[src/rtl/conv_core.sv]
// conv_core: streaming sliding-window multiply-accumulate.
// Two parallel TAPS-deep delay lines carry the sample pairs. Each tap pair is
// multiplied at full precision, then the products are summed at a width that
// cannot wrap. The sum is clamped to the 2*DW-bit signed range and registered.
// The path from input capture to output is three register stages.
module conv_core #(
  parameter int DW   = 12,
  parameter int TAPS = 4
) (
  input  logic            clk,
  input  logic            reset,
  input  logic [DW-1:0]   CONV_iData0,
  input  logic [DW-1:0]   CONV_iData1,
  output logic [2*DW-1:0] CONV_oData
);

  localparam int PW = 2 * DW;               // product / output width
  localparam int SW = PW + $clog2(TAPS);    // accumulator width, wrap-free

  // Clamp bounds, sign-extended to the accumulator width.
  localparam logic signed [SW-1:0] SAT_MAX = {{(SW-PW+1){1'b0}}, {(PW-1){1'b1}}};
  localparam logic signed [SW-1:0] SAT_MIN = {{(SW-PW+1){1'b1}}, {(PW-1){1'b0}}};

  logic signed [DW-1:0] r_x [TAPS];
  logic signed [DW-1:0] r_h [TAPS];
  logic signed [PW-1:0] r_p [TAPS];
  logic signed [SW-1:0] w_sum;
  logic        [PW-1:0] w_sat;
  logic        [PW-1:0] r_out;

  // Stage 1: shift both delay lines and capture the new pair at tap 0.
  always_ff @(posedge clk) begin
    if (reset) begin
      for (int k = 0; k < TAPS; k++) begin
        r_x[k] <= '0;
        r_h[k] <= '0;
      end
    end else begin
      r_x[0] <= CONV_iData0;
      r_h[0] <= CONV_iData1;
      for (int k = 1; k < TAPS; k++) begin
        r_x[k] <= r_x[k-1];
        r_h[k] <= r_h[k-1];
      end
    end
  end

  // Stage 2: element-wise full-precision products.
  // Sign-extend both operands first so the multiply runs at the product width.
  always_ff @(posedge clk) begin
    if (reset) begin
      for (int k = 0; k < TAPS; k++) begin
        r_p[k] <= '0;
      end
    end else begin
      for (int k = 0; k < TAPS; k++) begin
        r_p[k] <= PW'(r_x[k]) * PW'(r_h[k]);
      end
    end
  end

  // Sum the products at the widened accumulator width.
  always_comb begin
    w_sum = '0;
    for (int k = 0; k < TAPS; k++) begin
      w_sum = w_sum + SW'(r_p[k]);
    end
  end

  // Clamp the wide sum into the signed output range.
  always_comb begin
    w_sat = w_sum[PW-1:0];
    if (w_sum > SAT_MAX) begin
      w_sat = {1'b0, {(PW-1){1'b1}}};
    end else if (w_sum < SAT_MIN) begin
      w_sat = {1'b1, {(PW-1){1'b0}}};
    end
  end

  // Stage 3: register the saturated sum.
  always_ff @(posedge clk) begin
    if (reset) begin
      r_out <= '0;
    end else begin
      r_out <= w_sat;
    end
  end

  assign CONV_oData = r_out;

endmodule

[config.mk]
export PLATFORM = sky130hd
export DESIGN_NAME = conv_core
export DESIGN_NICKNAME = d
export VERILOG_FILES = /design/src/rtl/conv_core.sv
export SDC_FILE = /design/constraint.sdc
export NUM_CORES = 2
export LEC_CHECK = 0
export CAP_MARGIN = 20
export CORE_AREA = 2 2 289 291
export CTS_CLUSTER_DIAMETER = 100
export DETAILED_ROUTE_END_ITERATION = 8
export DIE_AREA = 0 0 291 293
export PLACE_DENSITY_LB_ADDON = 0.15
export SYNTH_ARGS = -nofsm -noshare
export SYNTH_HDL_FRONTEND = slang
export SYNTH_SLANG_ARGS = --single-unit
[constraint.sdc]
create_clock -name clk -period 5.8 [get_ports clk]
set_clock_uncertainty 0.05 [all_clocks]
set_input_delay 0.87 -clock clk [delete_from_list [all_inputs] [get_ports clk]]
set_output_delay 0.87 -clock clk [all_outputs]
set_load 0.01 [all_outputs]
Yosys cells after proc, flatten, opt, wreduce, memory -nomap -nowiden
Memory sizes are Yosys's and may differ from the RTL's.
Cells that the tools add are included.
{"block": "word_totals", "elab_cells": 44, "regBits": 24, "output_inout_bits": 24, "latchBits": 0, "rom_bits": 0, "ramBits": 192, "n_memories": 3}
{"name": "r_p", "depth": 4, "width": 24, "rd": 4, "rd_ports_with_merged_regs": 0, "wr": 4, "line_no": "26", "source": "logic signed [PW-1:0] r_p [TAPS];"}
{"name": "r_h", "depth": 4, "width": 12, "rd": 4, "rd_ports_with_merged_regs": 0, "wr": 4, "line_no": "25", "source": "logic signed [DW-1:0] r_h [TAPS];"}
{"name": "r_x", "depth": 4, "width": 12, "rd": 4, "rd_ports_with_merged_regs": 0, "wr": 4, "line_no": "24", "source": "logic signed [DW-1:0] r_x [TAPS];"}
{"block": "classes", "reduce_logical": 1, "addsub": 3, "n_bitwise": 12, "mux": 17, "n_mul": 4, "shift": 0, "eq_ne": 0, "div": 0, "n_lt_le_gt_ge": 2}
{"op": "two-way mux 24 bit", "n": 5}
{"op": "multiplier 12 x 12 -> 24 bit", "n": 4}
{"op": "two-way mux 12 bit", "n": 8}
{"op": "adder 25 x 24 -> 26 bit", "n": 1}
{"op": "adder 26 x 24 -> 26 bit", "n": 1}
{"op": "greater-than comparator 26 x 24 -> 1 bit, second input constant", "n": 1}
{"op": "< comparator 26 x 24 -> 1 bit, second input constant", "n": 1}
{"op": "adder 24 x 24 -> 25 bit", "n": 1}
{"op": "two-way mux 23 bit", "n": 1}
{"op": "bitwise OR 1 bit", "n": 12}
{"op": "two-way mux 1 bit", "n": 3}
{"op": "OR reduction 2 bit", "n": 1}

Depth between registers and ports, before layout
An unclocked memory read counts as a cell.
{"block": "logic_depth", "word_depth": 7, "mapped_depth": 21, "ltp_nobuf": 21}

Least setup slack after synthesis
Ideal clock, no wire load.
{"block": "synth_timing", "path_kind": "reg2reg", "from": "mem r_x[1][11]", "to": "mem r_p[1][23] (netlist bit)", "arrival_ns": 5.013, "stages_incl_launch_ff": 21, "required_time_ns": 5.609, "slack_ns": 0.597, "synth_period_minus_slack_ns": 5.203, "cell_sequence": "dfxtp_1 -> clkbuf_1 -> nand2_1 -> inv_1 -> fa_1 -> inv_1 -> fa_1 -> fa_1 -> inv_1 -> fa_1 -> inv_1 -> fa_1 -> inv_1 -> ha_1 -> nand3_1 -> a211oi_1 -> o41ai_1 -> a311oi_1 -> a31oi_1 -> o21ai_0 -> o311ai_0"}
{"element": "start, declared", "line_no": "24"}
{"element": "end, declared", "line_no": "26"}

==> impl_results.md <==
- GR Util met1: a little over a quarter
- Synth Register Bits: ~220
- Combinational family with the most area after synthesis: adder cells
- YS warnings: 0
- Slew HR: 42.7%
- Root Buffer: clkbuf_16
- Post-layout util: between 40 and 50%
- I/O pins: 50
- Fmax: about 0.18 GHz
- Final Wtd Congestion: ~0.84
- Post_cts resized: 0
- Hold_ws: approximately 0.53 ns
- Number of remaining DRC errors: 0
- # hold bufs at CTS: 0
- Reg2Reg Depth: 16
- DR iter-0 viols: just under 900
- Worst path bufs/invs: 3
- Hold crit path type: register to register
- Die Span X: 291 um
- Mean Syn Cell Area: between 9 and 10 um2
- Tcrit/Tclk final: a little over nine tenths
- WL/cell: approximately 17 um
- Post-synth top area cell: fa_1
- First-pass GRT wire length: about 130,000 um
- GRT met2 Usage: between 30% and 40%
- Met3 Track Usage GR: between 1 and 1.5%
- CTS tree: done
- Setup tns final: 0 ns
- Post-DRT Antenna Nets: 0
- Aggregate global-route resource usage: about a fifth
- Adder-Cell Fraction of Synth Area: 49.4%
- Final WL: 75,500 um
- Pin count of the biggest net entering global routing: between 100 and 150
- Final WS setup: around 0.34 ns
- Post-synthesis sequential area ratio: between 10% and 20%
- CTS Buf Count: 28
- Synth Net Count: 4,200
- Final setup violation count: 0
- Max VDD drop: about 240 uV
- Die area: about 85,000 um2
- Port Buffers: 49
- Post-DP HPWL: 63,000 um
- Clock sinks: approximately 220
- Final Slew Violations: 0
- H-Tree Depth: 1
- Hold path startpoint: r_x[2][11]
- Reg area: 4370 um2
- Layout area overhead: 11.0%
- Worst-Skew Late Latency: around 0.61 ns
- CP cell instances: nand2_1 -> fa_1 -> fa_1 -> fa_1 -> inv_1 -> fa_1 -> inv_1 -> fa_1 -> inv_1 -> ha_1 -> o21ai_0 -> o21ai_0 -> a31oi_1 -> o31ai_2 -> o21ai_0 -> mux2_2
- Chip height: approximately 290 um
- Setup WS pre-CTS: roughly 0.12 ns
- Post-synthesis cell area: between 30,000 and 40,000 um2
- GRT busiest layer: met2
- Period minus WS final: approximately 5.5 ns
- Gate Count Post-Synth: 3,344
- Share of the synthesized area in the top cell type: between 30% and 40%
- CP startpoint kind: register
- Max-cap violations: 0
- RR Startpoint: r_h[0][5]
- Arrival time worst endpoint: slightly below 6 ns
- Family with the most delay on the worst path: adder cells
- Synth unique cells: 61
- Pwr Density: around 190 nW/um2
- Post-Synth Simple-Gate Area: 15.7%
- Multi-input gate area: around 22,000 um2
- Vias in the first global route: 22,598
- CP Launch Point: r_h[0][5]
- Tightest Pin Transition: approximately 0.86 ns
- CP max-delay cell: dfxtp_1
- Mux contribution to synthesized area: less than 1%
- Initial antenna violation count: 0
- Ys flop type: dfxtp_1
- Clock slew at reported path FFs: 0.07 ns
- Run status: complete, no violations
- Pleak: ~17 nW
- Post-synthesis xor/xnor area fraction: 2.50%
- Postcts setup bufs: 0
- CP Capture Type: register
- Compound-Gate Fraction of Synth Area: roughly 6%
- CP Data Required Time: roughly 6.2 ns
- Fraction of layout cells with a size suffix above 1: 6.52%
- 1st-pass router iterations: 7
- Site Rows: approximately 110
- DR vias/cell: around 4.6
- Initial Util: a little under two fifths
- Largest stage delay, worst path: ~0.62 ns
- Synth async-reset ratio: 0%
- Hold Vio Cnt, Final: 0
- Total congestion overflow: 0
- Core Area: between 80,000 and 90,000 um2
- RSZ-0062 raised after global routing: no
- Setup Crit Path Kind: register to register
- Maximum clock path buffer count: 3
- CP Depth: 16
- Final #Nets: ~4,300
- Post-synth EDFFs: 0
- Top post-synthesis cells by area: fa_1 (40%), dfxtp_1 (14%), inv_1 (10%)
- Crit-path most repeated cell: fa_1
- Fill cell count: roughly 8,000
- Worst Path Max Fanout: 10
- Vias post-DR: 20,783
- Hold depth: 1
==> cells in the final DEF (no fill, tap or decap), drive strengths merged, types with 7 or more instances in the layout <==
cell,instances
a211oi,15
a21boi,10
a21o,35
a21oi,63
a31oi,28
and2,171
and3,13
buf,121
clkbuf,41
clkdlybuf4s50,48
dfxtp,216
fa,601
ha,229
inv,810
nand2,413
nand2b,19
nand3,37
nor2,140
nor2b,133
nor3,40
o211ai,7
o21a,15
o21ai,53
o31ai,15
xnor2,60
xor2,26
==> worst paths after layout <==
kind	endpoint	slack, ns
min	r_x[3][11]	0.53
max reg2reg	r_p[0][22]	0.34
min reg2reg	r_x[3][11]	0.53
max	r_p[0][22]	0.34
==> cell type report <==
| cell class | instances | area share (%) |
|---|---|---|
| flip-flops and latches | 216 | 13.1 |
| clock inverters | 11 | 0.497 |
| inverters | 810 | 9.08 |
| clock buffers | 41 | 2.48 |
| repair buffers | 169 | 4.23 |
| well taps | 1070 | 4.00 |
| multi-input cells | 2187 | 66.6 |
| diodes | 1 | 0.00748 |
==> cells by family (layout without fill, tap and decap cells) <==
kind of cell	Yosys count	in the layout
AO/OA/AOI/OAI	273	273
XOR/XNOR	86	86
adder cells (fa/ha/maj)	830	830
buffers and inverters	941	1031
flip-flops	216	216
multiplexers	6	6
other	0	1
AND/OR/NAND/NOR	992	992
==> cell usage after synthesis, drive strengths merged, types with 2 or more instances <==
library cell	count
fa	601
nor3	40
a31oi	28
o21bai	5
a311oi	2
a211oi	15
nand2	413
or4	4
clkbuf	119
or2	3
nand3	37
xor2	26
o41ai	5
o311ai	3
nor3b	6
dfxtp	216
o21ai	53
nor4	3
buf	12
a21oi	63
o31ai	15
nor2b	133
a21boi	10
or3	6
nand2b	19
nor2	140
o211ai	7
o2111a	2
a21o	35
xnor2	60
inv	809
mux2	5
and3	13
o21a	15
a221oi	2
ha	229
and2	171
o2111ai	2
a211o	4
==> report_power, final <==
part           leakage (nW)  switching (mW)  internal (mW)
clock                 0.479           0.748           1.13
sequential             1.78           0.127           1.67
combinational          14.6            1.54           1.04
total                  16.9            2.42           3.83
==> through the flow <==
step	power, mW	instances	cell area [um2]
6_report	6.25	4505	33500
2_1_floorplan	3.55	3344	30200
5_1_grt	6.72	4504	33500
4_1_cts	6.33	4504	33400
3_5_place_dp	4.42	4452	32400
3_3_place_gp	4.42	4452	32400
==> state kept, by name, summed over array words and instances, names as in the netlist <==
signal / flops
r_h: 48
r_p: 96
CONV_oData: 24
r_x: 48
==> layer usage <==
layer / wire length (um) / part of all wire, % / vias to the layer above
met1: 35700 / 47 / 10409
met4: 1660 / 2.2 / 0
met3: 1670 / 2.2 / 80
met5: 0 / 0 / -
li1: - / - / 10037
met2: 36500 / 48 / 257
Note: power is estimated with default switching activity, not from simulation.
